`config.mk`:
```
export PLATFORM = sky130hd
export DESIGN_NAME = mrav_bus_arbiter_flat
export DESIGN_NICKNAME = d
export VERILOG_FILES = /design/src/rtl/mrav_pkg.sv /design/src/rtl/mrav_bus_arbiter_if.sv /design/src/rtl/mrav_arb_watchdog.sv /design/src/rtl/mrav_bus_arbiter.sv /design/src/flat_wrapper.sv
export SDC_FILE = /design/constraint.sdc
export NUM_CORES = 1
export LEC_CHECK = 0
export ABC_AREA = 1
export BUFFER_PORTS_ARGS = -buffer_cell sky130_fd_sc_hd__buf_2
export CORE_MARGIN = 2
export CORE_UTILIZATION = 31
export CTS_CLUSTER_SIZE = 30
export DETAILED_ROUTE_END_ITERATION = 10
export PLACE_DENSITY = 0.77
export SLEW_MARGIN = 20
export SYNTH_ARGS = -nofsm -noshare
export SYNTH_HDL_FRONTEND = slang
export SYNTH_HIERARCHICAL = 1
export SYNTH_SLANG_ARGS = --single-unit
```
`constraint.sdc`:
```
create_clock -name clk -period 1.5 [get_ports clk]
set_input_delay 0 -clock clk [delete_from_list [all_inputs] [get_ports clk]]
set_output_delay 0 -clock clk [all_outputs]
set_load 0.02 [all_outputs]
```
`src/rtl/mrav_pkg.sv`:
```
// Shared MRAV bus constants and the arbiter's state type.
package mrav_pkg;

    localparam int MRAV_ADDR_WIDTH  = 16;
    localparam int MRAV_DATA_WIDTH  = 16;
    localparam int MRAV_ARB_TIMEOUT = 255;

    typedef enum logic {
        ARB_IDLE  = 1'b0,
        ARB_GRANT = 1'b1
    } arb_state_t;

    // Counter only has to reach cycles-1, so clog2(cycles) bits are enough.
    function automatic int tmo_cnt_width(input int cycles);
        return (cycles < 2) ? 1 : $clog2(cycles);
    endfunction

endpackage

```
`src/rtl/mrav_bus_arbiter_if.sv`:
```
// One MRAV memory-bus connection: level requests out, done pulses and read data back.
interface mrav_bus_arbiter_if
    import mrav_pkg::*;
#(
    parameter int ADDR_WIDTH = MRAV_ADDR_WIDTH,
    parameter int DATA_WIDTH = MRAV_DATA_WIDTH
) ();

    logic                  read;
    logic                  write;
    logic [ADDR_WIDTH-1:0] addr;
    logic [DATA_WIDTH-1:0] wdata;
    logic                  read_done;
    logic                  write_done;
    logic [DATA_WIDTH-1:0] rdata;

    modport master (
        output read, write, addr, wdata,
        input  read_done, write_done, rdata
    );

    modport slave (
        input  read, write, addr, wdata,
        output read_done, write_done, rdata
    );

endinterface

```
`src/rtl/mrav_arb_watchdog.sv`:
```
// Counts granted cycles without a memory done; expire marks the last allowed cycle.
module mrav_arb_watchdog
    import mrav_pkg::*;
#(
    parameter int TIMEOUT_CYCLES = MRAV_ARB_TIMEOUT
) (
    input  logic clk,
    input  logic rst,
    input  logic clear,
    input  logic enable,
    output logic expire
);

    localparam int              CNT_W    = tmo_cnt_width(TIMEOUT_CYCLES);
    localparam logic [CNT_W-1:0] CNT_LAST = CNT_W'(TIMEOUT_CYCLES - 1);

    logic [CNT_W-1:0] tmo_cnt_reg;

    always_ff @(posedge clk or posedge rst) begin
        if (rst) begin
            tmo_cnt_reg <= '0;
        end else if (clear) begin
            tmo_cnt_reg <= '0;
        end else if (enable && !expire) begin
            tmo_cnt_reg <= tmo_cnt_reg + 1'b1;
        end
    end

    assign expire = enable && (tmo_cnt_reg == CNT_LAST);

endmodule

```
`src/rtl/mrav_bus_arbiter.sv`:
```
// Two-master round-robin arbiter for the MRAV memory port, one transaction per grant,
// with a watchdog that forces completion when memory never answers.
module mrav_bus_arbiter
    import mrav_pkg::*;
#(
    parameter int ADDR_WIDTH     = MRAV_ADDR_WIDTH,
    parameter int DATA_WIDTH     = MRAV_DATA_WIDTH,
    parameter int TIMEOUT_CYCLES = MRAV_ARB_TIMEOUT
) (
    input  logic                 clk,
    input  logic                 rst,
    mrav_bus_arbiter_if.slave    m0,
    mrav_bus_arbiter_if.slave    m1,
    mrav_bus_arbiter_if.master   mem,
    output logic [1:0]           timeout_err
);

    logic [1:0]            req_rd;
    logic [1:0]            req_wr;
    logic [1:0]            req;
    logic [ADDR_WIDTH-1:0] req_addr  [2];
    logic [DATA_WIDTH-1:0] req_wdata [2];

    arb_state_t state_reg;
    logic       grant_id_reg;
    logic       prio_reg;
    logic       is_write_reg;
    logic [1:0] timeout_err_reg;

    logic granted;
    logic grant_pick;
    logic idle_grant;
    logic mem_done;
    logic expire;
    logic complete;

    logic [1:0]            rd_done;
    logic [1:0]            wr_done;
    logic [DATA_WIDTH-1:0] rdata_out [2];

    assign req_rd       = {m1.read, m0.read};
    assign req_wr       = {m1.write, m0.write};
    assign req          = req_rd | req_wr;
    assign req_addr[0]  = m0.addr;
    assign req_addr[1]  = m1.addr;
    assign req_wdata[0] = m0.wdata;
    assign req_wdata[1] = m1.wdata;

    assign granted    = (state_reg == ARB_GRANT);
    assign grant_pick = (req == 2'b11) ? prio_reg : req[1];
    assign idle_grant = (state_reg == ARB_IDLE) && (|req);
    // Only a done of the type that was issued counts; anything else is noise.
    assign mem_done   = granted && (is_write_reg ? mem.write_done : mem.read_done);
    assign complete   = mem_done || expire;

    mrav_arb_watchdog #(
        .TIMEOUT_CYCLES (TIMEOUT_CYCLES)
    ) u_watchdog (
        .clk    (clk),
        .rst    (rst),
        .clear  (idle_grant),
        .enable (granted && !mem_done),
        .expire (expire)
    );

    // Every completion returns to ARB_IDLE for one cycle so the master can
    // retire its request before it is sampled again.
    always_ff @(posedge clk or posedge rst) begin
        if (rst) begin
            state_reg       <= ARB_IDLE;
            grant_id_reg    <= 1'b0;
            prio_reg        <= 1'b0;
            is_write_reg    <= 1'b0;
            timeout_err_reg <= 2'b00;
        end else begin
            case (state_reg)
                ARB_IDLE: begin
                    if (|req) begin
                        grant_id_reg <= grant_pick;
                        is_write_reg <= req_wr[grant_pick] & ~req_rd[grant_pick];
                        state_reg    <= ARB_GRANT;
                    end
                end
                ARB_GRANT: begin
                    if (complete) begin
                        prio_reg  <= ~grant_id_reg;
                        state_reg <= ARB_IDLE;
                        if (!mem_done) begin
                            timeout_err_reg[grant_id_reg] <= 1'b1;
                        end
                    end
                end
                default: state_reg <= ARB_IDLE;
            endcase
        end
    end

    assign mem.read    = granted & ~is_write_reg;
    assign mem.write   = granted & is_write_reg;
    assign mem.addr    = granted ? req_addr[grant_id_reg]  : '0;
    assign mem.wdata   = granted ? req_wdata[grant_id_reg] : '0;
    assign timeout_err = timeout_err_reg;

    genvar gi;
    generate
        for (gi = 0; gi < 2; gi++) begin : g_master
            logic mine;
            assign mine          = granted && (grant_id_reg == 1'(gi));
            assign rd_done[gi]   = mine && !is_write_reg && complete;
            assign wr_done[gi]   = mine && is_write_reg && complete;
            // A forced completion returns zero rather than whatever is on mem_rdata.
            assign rdata_out[gi] = (mine && !is_write_reg && mem_done) ? mem.rdata : '0;
        end
    endgenerate

    assign m0.read_done  = rd_done[0];
    assign m0.write_done = wr_done[0];
    assign m0.rdata      = rdata_out[0];
    assign m1.read_done  = rd_done[1];
    assign m1.write_done = wr_done[1];
    assign m1.rdata      = rdata_out[1];

endmodule

```
`src/flat_wrapper.sv`:
```
// flat-port wrapper written by rule: the top's interface ports become plain ports
module mrav_bus_arbiter_flat import mrav_pkg::*;
#(
    parameter int ADDR_WIDTH     = MRAV_ADDR_WIDTH,
    parameter int DATA_WIDTH     = MRAV_DATA_WIDTH,
    parameter int TIMEOUT_CYCLES = MRAV_ARB_TIMEOUT
)
  (clk, rst, timeout_err, m0_read, m0_write, m0_addr, m0_wdata, m0_read_done, m0_write_done, m0_rdata, m1_read, m1_write, m1_addr, m1_wdata, m1_read_done, m1_write_done, m1_rdata, mem_read, mem_write, mem_addr, mem_wdata, mem_read_done, mem_write_done, mem_rdata);
  mrav_bus_arbiter_if #(.ADDR_WIDTH(ADDR_WIDTH), .DATA_WIDTH(DATA_WIDTH)) m0_i ();
  mrav_bus_arbiter_if #(.ADDR_WIDTH(ADDR_WIDTH), .DATA_WIDTH(DATA_WIDTH)) m1_i ();
  mrav_bus_arbiter_if #(.ADDR_WIDTH(ADDR_WIDTH), .DATA_WIDTH(DATA_WIDTH)) mem_i ();
  input  logic clk;
  input  logic rst;
  output logic [1:0] timeout_err;
  input wire logic [$bits(m0_i.read)-1:0] m0_read;
  input wire logic [$bits(m0_i.write)-1:0] m0_write;
  input wire logic [$bits(m0_i.addr)-1:0] m0_addr;
  input wire logic [$bits(m0_i.wdata)-1:0] m0_wdata;
  output wire logic [$bits(m0_i.read_done)-1:0] m0_read_done;
  output wire logic [$bits(m0_i.write_done)-1:0] m0_write_done;
  output wire logic [$bits(m0_i.rdata)-1:0] m0_rdata;
  input wire logic [$bits(m1_i.read)-1:0] m1_read;
  input wire logic [$bits(m1_i.write)-1:0] m1_write;
  input wire logic [$bits(m1_i.addr)-1:0] m1_addr;
  input wire logic [$bits(m1_i.wdata)-1:0] m1_wdata;
  output wire logic [$bits(m1_i.read_done)-1:0] m1_read_done;
  output wire logic [$bits(m1_i.write_done)-1:0] m1_write_done;
  output wire logic [$bits(m1_i.rdata)-1:0] m1_rdata;
  output wire logic [$bits(mem_i.read)-1:0] mem_read;
  output wire logic [$bits(mem_i.write)-1:0] mem_write;
  output wire logic [$bits(mem_i.addr)-1:0] mem_addr;
  output wire logic [$bits(mem_i.wdata)-1:0] mem_wdata;
  input wire logic [$bits(mem_i.read_done)-1:0] mem_read_done;
  input wire logic [$bits(mem_i.write_done)-1:0] mem_write_done;
  input wire logic [$bits(mem_i.rdata)-1:0] mem_rdata;
  assign m0_i.read = m0_read;
  assign m0_i.write = m0_write;
  assign m0_i.addr = m0_addr;
  assign m0_i.wdata = m0_wdata;
  assign m0_read_done = m0_i.read_done;
  assign m0_write_done = m0_i.write_done;
  assign m0_rdata = m0_i.rdata;
  assign m1_i.read = m1_read;
  assign m1_i.write = m1_write;
  assign m1_i.addr = m1_addr;
  assign m1_i.wdata = m1_wdata;
  assign m1_read_done = m1_i.read_done;
  assign m1_write_done = m1_i.write_done;
  assign m1_rdata = m1_i.rdata;
  assign mem_read = mem_i.read;
  assign mem_write = mem_i.write;
  assign mem_addr = mem_i.addr;
  assign mem_wdata = mem_i.wdata;
  assign mem_i.read_done = mem_read_done;
  assign mem_i.write_done = mem_write_done;
  assign mem_i.rdata = mem_rdata;
  mrav_bus_arbiter #(.ADDR_WIDTH(ADDR_WIDTH), .DATA_WIDTH(DATA_WIDTH), .TIMEOUT_CYCLES(TIMEOUT_CYCLES)) u_core (.clk(clk), .rst(rst), .m0(m0_i), .m1(m1_i), .mem(mem_i), .timeout_err(timeout_err));
endmodule
```
==> impl_results.md, run 1 <==
- Worst Path Required: 1.50 ns
- Share of the synthesized area in the top cell type: 24.4%
- Die extent in y: 72.1 µm
- Detailed-route wire length per cell: 15.5 µm
- CTS Buffer Depth: 2
- EDFF count, synth: 0
- I/O Pins: 160
- Clock Latency Late Sink: 0.26 ns
- I/O Buffers: 159
- Proportion of synthesized area in mux cells: 0%
- Die Wd: 72.1 µm
- Post-synthesis xor/xnor area fraction: 1.22%
- DIE AREA: 5200 µm²
- Syn nets: 312
- Syn avg cell area: 6.48 µm²
- Final worst slack: -0.174 ns
- Layout cell share with drive strength beyond 1: 57.6%
- Clock-pin slew on the worst setup and hold paths: 0.07 ns
- Final nets: 497
- Fraction of registers with async set or reset after synthesis: 100%
- P_leak: 1.76 nW
- Critical Path Source Type: flip-flop
- CTS tree: yes
- Total CTS buffers: 3
- H-tree level count: 1
- Largest net degree at the start of global routing: 24
- Via density: 4.86
- Critical path arrival: 1.67 ns
- Dpl cells: 443
- Warnings from Yosys: 6
- PwrDens: 1840 nW/µm²
- Via count: 2230
- Main synth FF type: dfrtp_1
- Final hold viol count: 0
- Main combinational cell family by area after synthesis: simple AND/OR/NAND/NOR gates
- Synthesized cell area: 1440 µm²
- Pre-CTS WS: -0.172 ns
- Post-route DRC: 0
- Pre-antenna DRT Iters: 5
- Routability cong.: 0.932
- Most frequent cell after synthesis: nor2_1
- Cell Rows: 24
- Fmax: 0.597 GHz
- Tot GR Track Use: 22.7%
- Min cycle time layout: 1.67 ns
- Status: finished with violations
- Slew Viols, Final: 0
- Fin crit share: 112%
- Hold WC Path Type: in2reg
- IR drop worst, VDD: 1.06 mV
- Final setup vio count: 33
- Core area: 4410 µm²
- Antenna violations before repair: 0
- Setup Crit Path Kind: reg2out
- Initial Util: 32.6%
- CTS root buffer: clkbuf_8
- Top cells by count, synth: 53 x nor2_1, 45 x nand2_1, 32 x a22o_1, 32 x inv_1, 14 x dfrtp_1
- Non-filler cells, final: 459
- Simple-Gate Fraction of Synth Area: 35.0%
- Unrepaired setup endpoints after global routing: yes
- Layout Area Growth over Synthesis: 109%
- Seq cells post-synth: 14
- ANT nets after route: 0
- Vias in the first global route: 1905
- Yosys top cell by area: dfrtp_1
- Failing checks: setup timing
- First-pass GRT wire length: 9200 µm
- Total routed wirelength: 7120 µm
- Max FO, Critical Path: 3
- Max FFs per register: 8
- Gate Count Post-Synth: 222
- CTS sink cnt: 14
- Top cells by area, synth: dfrtp_1 24%, a22o_1 19%, nor2_1 14%
- Post-DP HPWL: 5300 µm
- DR iter-0 viols: 56
- Crit end category: output pin
- Layout Skew: 0.0140 ns
- Count of different cell masters after synthesis: 22
- TNS Setup: -1.32 ns
- Grt ovf: 0
- Sequential element share of the synthesized area: 24.4%
- Worst slew pin tran: 0.316 ns
- Adder and majority gate portion of the synthesized area: 1.74%
- Relative slew slack: 78.9%
- Max cap viols: 0
- Post-synthesis compound-gate area fraction: 23.5%
[layer usage]
metal,share of wire (%),global-route usage (%)
met1,38,28.7
met2,51,37.7
met4,3.8,12.6
met5,0,0
met3,6.8,2.50
[where the power goes]
group,internal (mW),switching (mW)
logic,2.13,2.47
clock network,0.189,0.153
registers,0.469,0.107
[cells by family after synthesis]
group / count (synthesis)
AOI/OAI and AO/OA: 42
xor gates and xnor gates: 2
adders and majority gates: 2
buffers and inverters: 45
DFF: 14
and+or+nand+nor: 117
[cells in the final DEF (no fill, tap or decap), types with 3 or more instances in the layout]
cell,Yosys,routed
buf_2,5,114
nor2_1,53,42
buf_4,3,40
nand2_1,45,39
buf_6,1,28
inv_1,32,28
a22o_1,32,28
dfrtp_1,14,11
nor2_4,2,8
nand2_4,3,7
nand3_1,7,7
nor2_2,1,6
a22o_4,0,4
clkbuf_8,0,3
buf_12,0,3
nand2_2,3,3
o21ai_0,3,3
inv_2,2,3
o21bai_1,3,3
dfrtp_2,0,3
nand4_1,3,3
[timing repair]
action,in CTS,in global routing
buffers inserted,6,12
pin swaps,8,29
endpoints found under the setup margin,62,69
gates resized for setup,33,89
gates cloned,0,2
hold buffers,1,0
hold endpoints to repair,14,0
[worst max-delay path, stage by stage (launching register included)]
cell     delay, ns
dfrtp_1       0.38
inv_2         0.08
ha_4          0.15
nand2_4       0.05
nor2_4        0.12
nand2_4       0.07
nor2_4        0.10
inv_2         0.06
nand2_4       0.07
nand2_2       0.10
nor2_4        0.10
buf_4         0.14
[final timing paths]
kind	start	endpoint	slack, ns	cells past startpoint
min in group asynchronous	rst	u_core/timeout_err[0]	0.22	3
max reg2reg	u_core/is_write_reg	u_core/prio_reg	0.05	10
min reg2reg	u_core/timeout_err[1]	u_core/timeout_err[1]	0.49	1
min	m0_write	u_core/is_write_reg	0.05	5
max in group asynchronous	rst	u_core/u_watchdog/tmo_cnt_reg[2]	1.01	3
max	u_core/u_watchdog/tmo_cnt_reg[0]	m0_read_done	-0.17	11
[layout make-up]
cell class	count	area, µm²
flip-flops and latches	14	354
clock buffers	4	45.0
inverters	36	158
diodes	1	2.50
fillers	355	1410
well taps	52	65.1
repair buffers	189	1320
multi-input cells	163	1050
[through the flow]
stage               utilization, %  cell area [µm²]  hold slack [ns]  power [mW]
floorplan                        -             1460           -0.209        2.65
finish                        68.0             3000           0.0545        5.52
detailed placement            54.8             2420          -0.0485        3.85
global route                  67.9             3000            0.126        5.78
global placement              54.8             2420          -0.0602        3.83
CTS                           59.5             2630           0.0584        4.50
Note: power is estimated with default switching activity, not from simulation.
==> run 2: changes to the inputs <==
==> constraint.sdc (replaced) <==
create_clock -name clk -period 1.5 [get_ports clk]
set_input_delay 0.3 -clock clk [delete_from_list [all_inputs] [get_ports clk]]
set_output_delay 0.3 -clock clk [all_outputs]
set_load 0.02 [all_outputs]
==> run 2 against run 1 <==
  * The run still ends with setup timing left
  * First-iteration DRC count rose to 2.9 times the previous value
  * Cell count rose by 5.4%
  * Critical path depth did not move
  * Clock power rose by 7.0%
  * Sequential share of layout area fell by 2.7 points
  * Combinational power rose by 38%
==> impl_results.md, run 2 (synthesis results as in run 1) <==
- Status: finished with violations
- Failing checks: setup timing
- Unrepaired setup endpoints after global routing: yes
- Largest stage delay on the critical path: 0.41 ns
- ANT nets after route: 0
- Die extent in y: 72.1 µm
- Dpl cells: 451
- Fmax: 0.490 GHz
- Final nets: 520
- Initial Util: 32.6%
- Max FFs per register: 8
- Max FO, Critical Path: 3
- Non-filler cells, final: 484
- Via count: 2692
- P_leak: 1.99 nW
- Tot GR Track Use: 34.8%
- Commonest non-fill, non-tap cell in the layout: buf_2
- Die Wd: 72.1 µm
- Largest delay share family, worst path: simple AND/OR/NAND/NOR gates
- Internal: 3.75 mW
- Pre-antenna DRT Iters: 4
- DIE AREA: 5200 µm²
- CTS sink cnt: 14
- Antenna violations before repair: 3
- Fin crit share: 136%
- Crit path cell chain: inv_2 -> ha_4 -> nand2_4 -> nor2_4 -> nand2_4 -> nor2_4 -> inv_2 -> nand2_4 -> nand2_4 -> nor2_4 -> buf_6
- Sequential power share: 7.8%
- Final worst slack: -0.540 ns
- TNS Setup: -22.84 ns
- Worst Path Required: 1.20 ns
- Via density: 5.56
- I/O Pins: 160
- Final instance area: 3880 µm²
- Sw power: 3.54 mW
- Worst slew pin tran: 0.354 ns
- I/O Buffers: 159
- First-pass GRT wire length: 13600 µm
- Buf/Inv on CP: 3
- Detailed-route wire length per cell: 22.8 µm
- Cell Rows: 24
- CTS Buffer Depth: 2
- DR iter-0 viols: 162
- Final hold viol count: 0
- Layout cell share with drive strength beyond 1: 69.0%
- Clock network power share: 5.0%
- Tot Pwr: 7.28 mW
- IR drop worst, VDD: 1.27 mV
- Setup Crit Path Kind: reg2out
- Clock Latency Late Sink: 0.25 ns
- Routability cong.: 0.855
- Layout Area Growth over Synthesis: 170%
- Sw frac: 48.5%
- Post-DP HPWL: 5330 µm
- PwrDens: 1880 nW/µm²
- Relative slew slack: 76.4%
- CTS root buffer: clkbuf_8
- Critical Path Source Type: flip-flop
- Total CTS buffers: 3
- Largest net degree at the start of global routing: 21
- Hold WC Path Type: in2reg
- Slew Viols, Final: 0
- CTS tree: yes
- Max cap viols: 0
- Core area: 4410 µm²
- Critical path arrival: 1.74 ns
- Crit-path most repeated cell: nand2_4
- Grt ovf: 0
- H-tree level count: 1
- Placed Area: 2560 µm²
- Min cycle time layout: 2.04 ns
- Layout Skew: 0.00490 ns
- Crit-path slowest cell: dfrtp_1
- Most frequent cells in the layout: 90 x buf_2, 80 x buf_6, 41 x nor2_4, 33 x nand2_1
- Gate power share: 87.1%
- Post-route DRC: 0
- Crit end category: output pin
- Vias in the first global route: 2617
- Total routed wirelength: 11100 µm
- Final setup vio count: 76
- Clock-pin slew on the worst setup and hold paths: 0.06 ns
==> run 2: worst paths after layout <==
| kind | from | end | cells past startpoint | slack [ns] |
|---|---|---|---|---|
| max | u_core/u_watchdog/tmo_cnt_reg[0] | m1_write_done | 11 | -0.54 |
| min | m0_write | u_core/is_write_reg | 5 | 0.39 |
| max reg2reg | u_core/u_watchdog/tmo_cnt_reg[0] | u_core/u_watchdog/tmo_cnt_reg[0] | 10 | -0.11 |
| min reg2reg | u_core/timeout_err[0] | u_core/timeout_err[0] | 1 | 0.49 |
| max in group asynchronous | rst | u_core/u_watchdog/tmo_cnt_reg[3] | 3 | 0.68 |
| min in group asynchronous | rst | u_core/timeout_err[0] | 3 | 0.51 |
==> run 2: layout make-up <==
class | instances | area [µm²]
Antenna cell | 3 | 7.51
Clock buffer | 4 | 55.1
Fill cell | 194 | 532
Inverter | 36 | 165
Multi-Input combinational cell | 165 | 1420
Sequential cell | 14 | 353
Tap cell | 52 | 65.1
Timing Repair Buffer | 210 | 1820
==> run 2: power groups by stage <==
stage                     Sequential [mW]  Combinational (mW)  Clock, mW
after floorplan                     0.563                2.19          0
after global placement              0.539                3.55          0
after detailed placement            0.547                3.58          0
after CTS                           0.547                5.43      0.380
after global routing                0.576                6.54      0.388
final                               0.571                6.35      0.366
==> run 2: layer usage <==
layer / up-vias / track usage, % / routed length, µm
li1: 1140 / - / -
met1: 1259 / 34.0 / 3520
met2: 223 / 63.3 / 5620
met3: 70 / 7.08 / 979
met4: 0 / 26.8 / 928
met5: - / 0 / 0
==> run 2: timing repair <==
action	4_1_cts	5_1_grt
endpoints found under the hold margin	6	0
pin swaps	26	29
resized for setup	213	51
hold buffers	1	0
gates cloned	6	4
setup buffers	13	6
setup endpoints to repair	68	78
==> run 2: tightest hold or removal path, delay by kind of cell <==
family                 cells  cell delay [ns]
buffers and inverters      1             0.09
and+or+nand+nor            4             0.21
==> run 2: metrics by stage <==
| step | hold slack (ns) | util, % | setup slack (ns) |
|---|---|---|---|
| floorplan | 0.0909 | - | -0.139 |
| global placement | 0.231 | 58.1 | -0.189 |
| detailed placement | 0.247 | 58.1 | -0.215 |
| finish | 0.391 | 88.0 | -0.540 |
| CTS | 0.369 | 81.1 | -0.402 |
| global route | 0.427 | 88.0 | -0.618 |
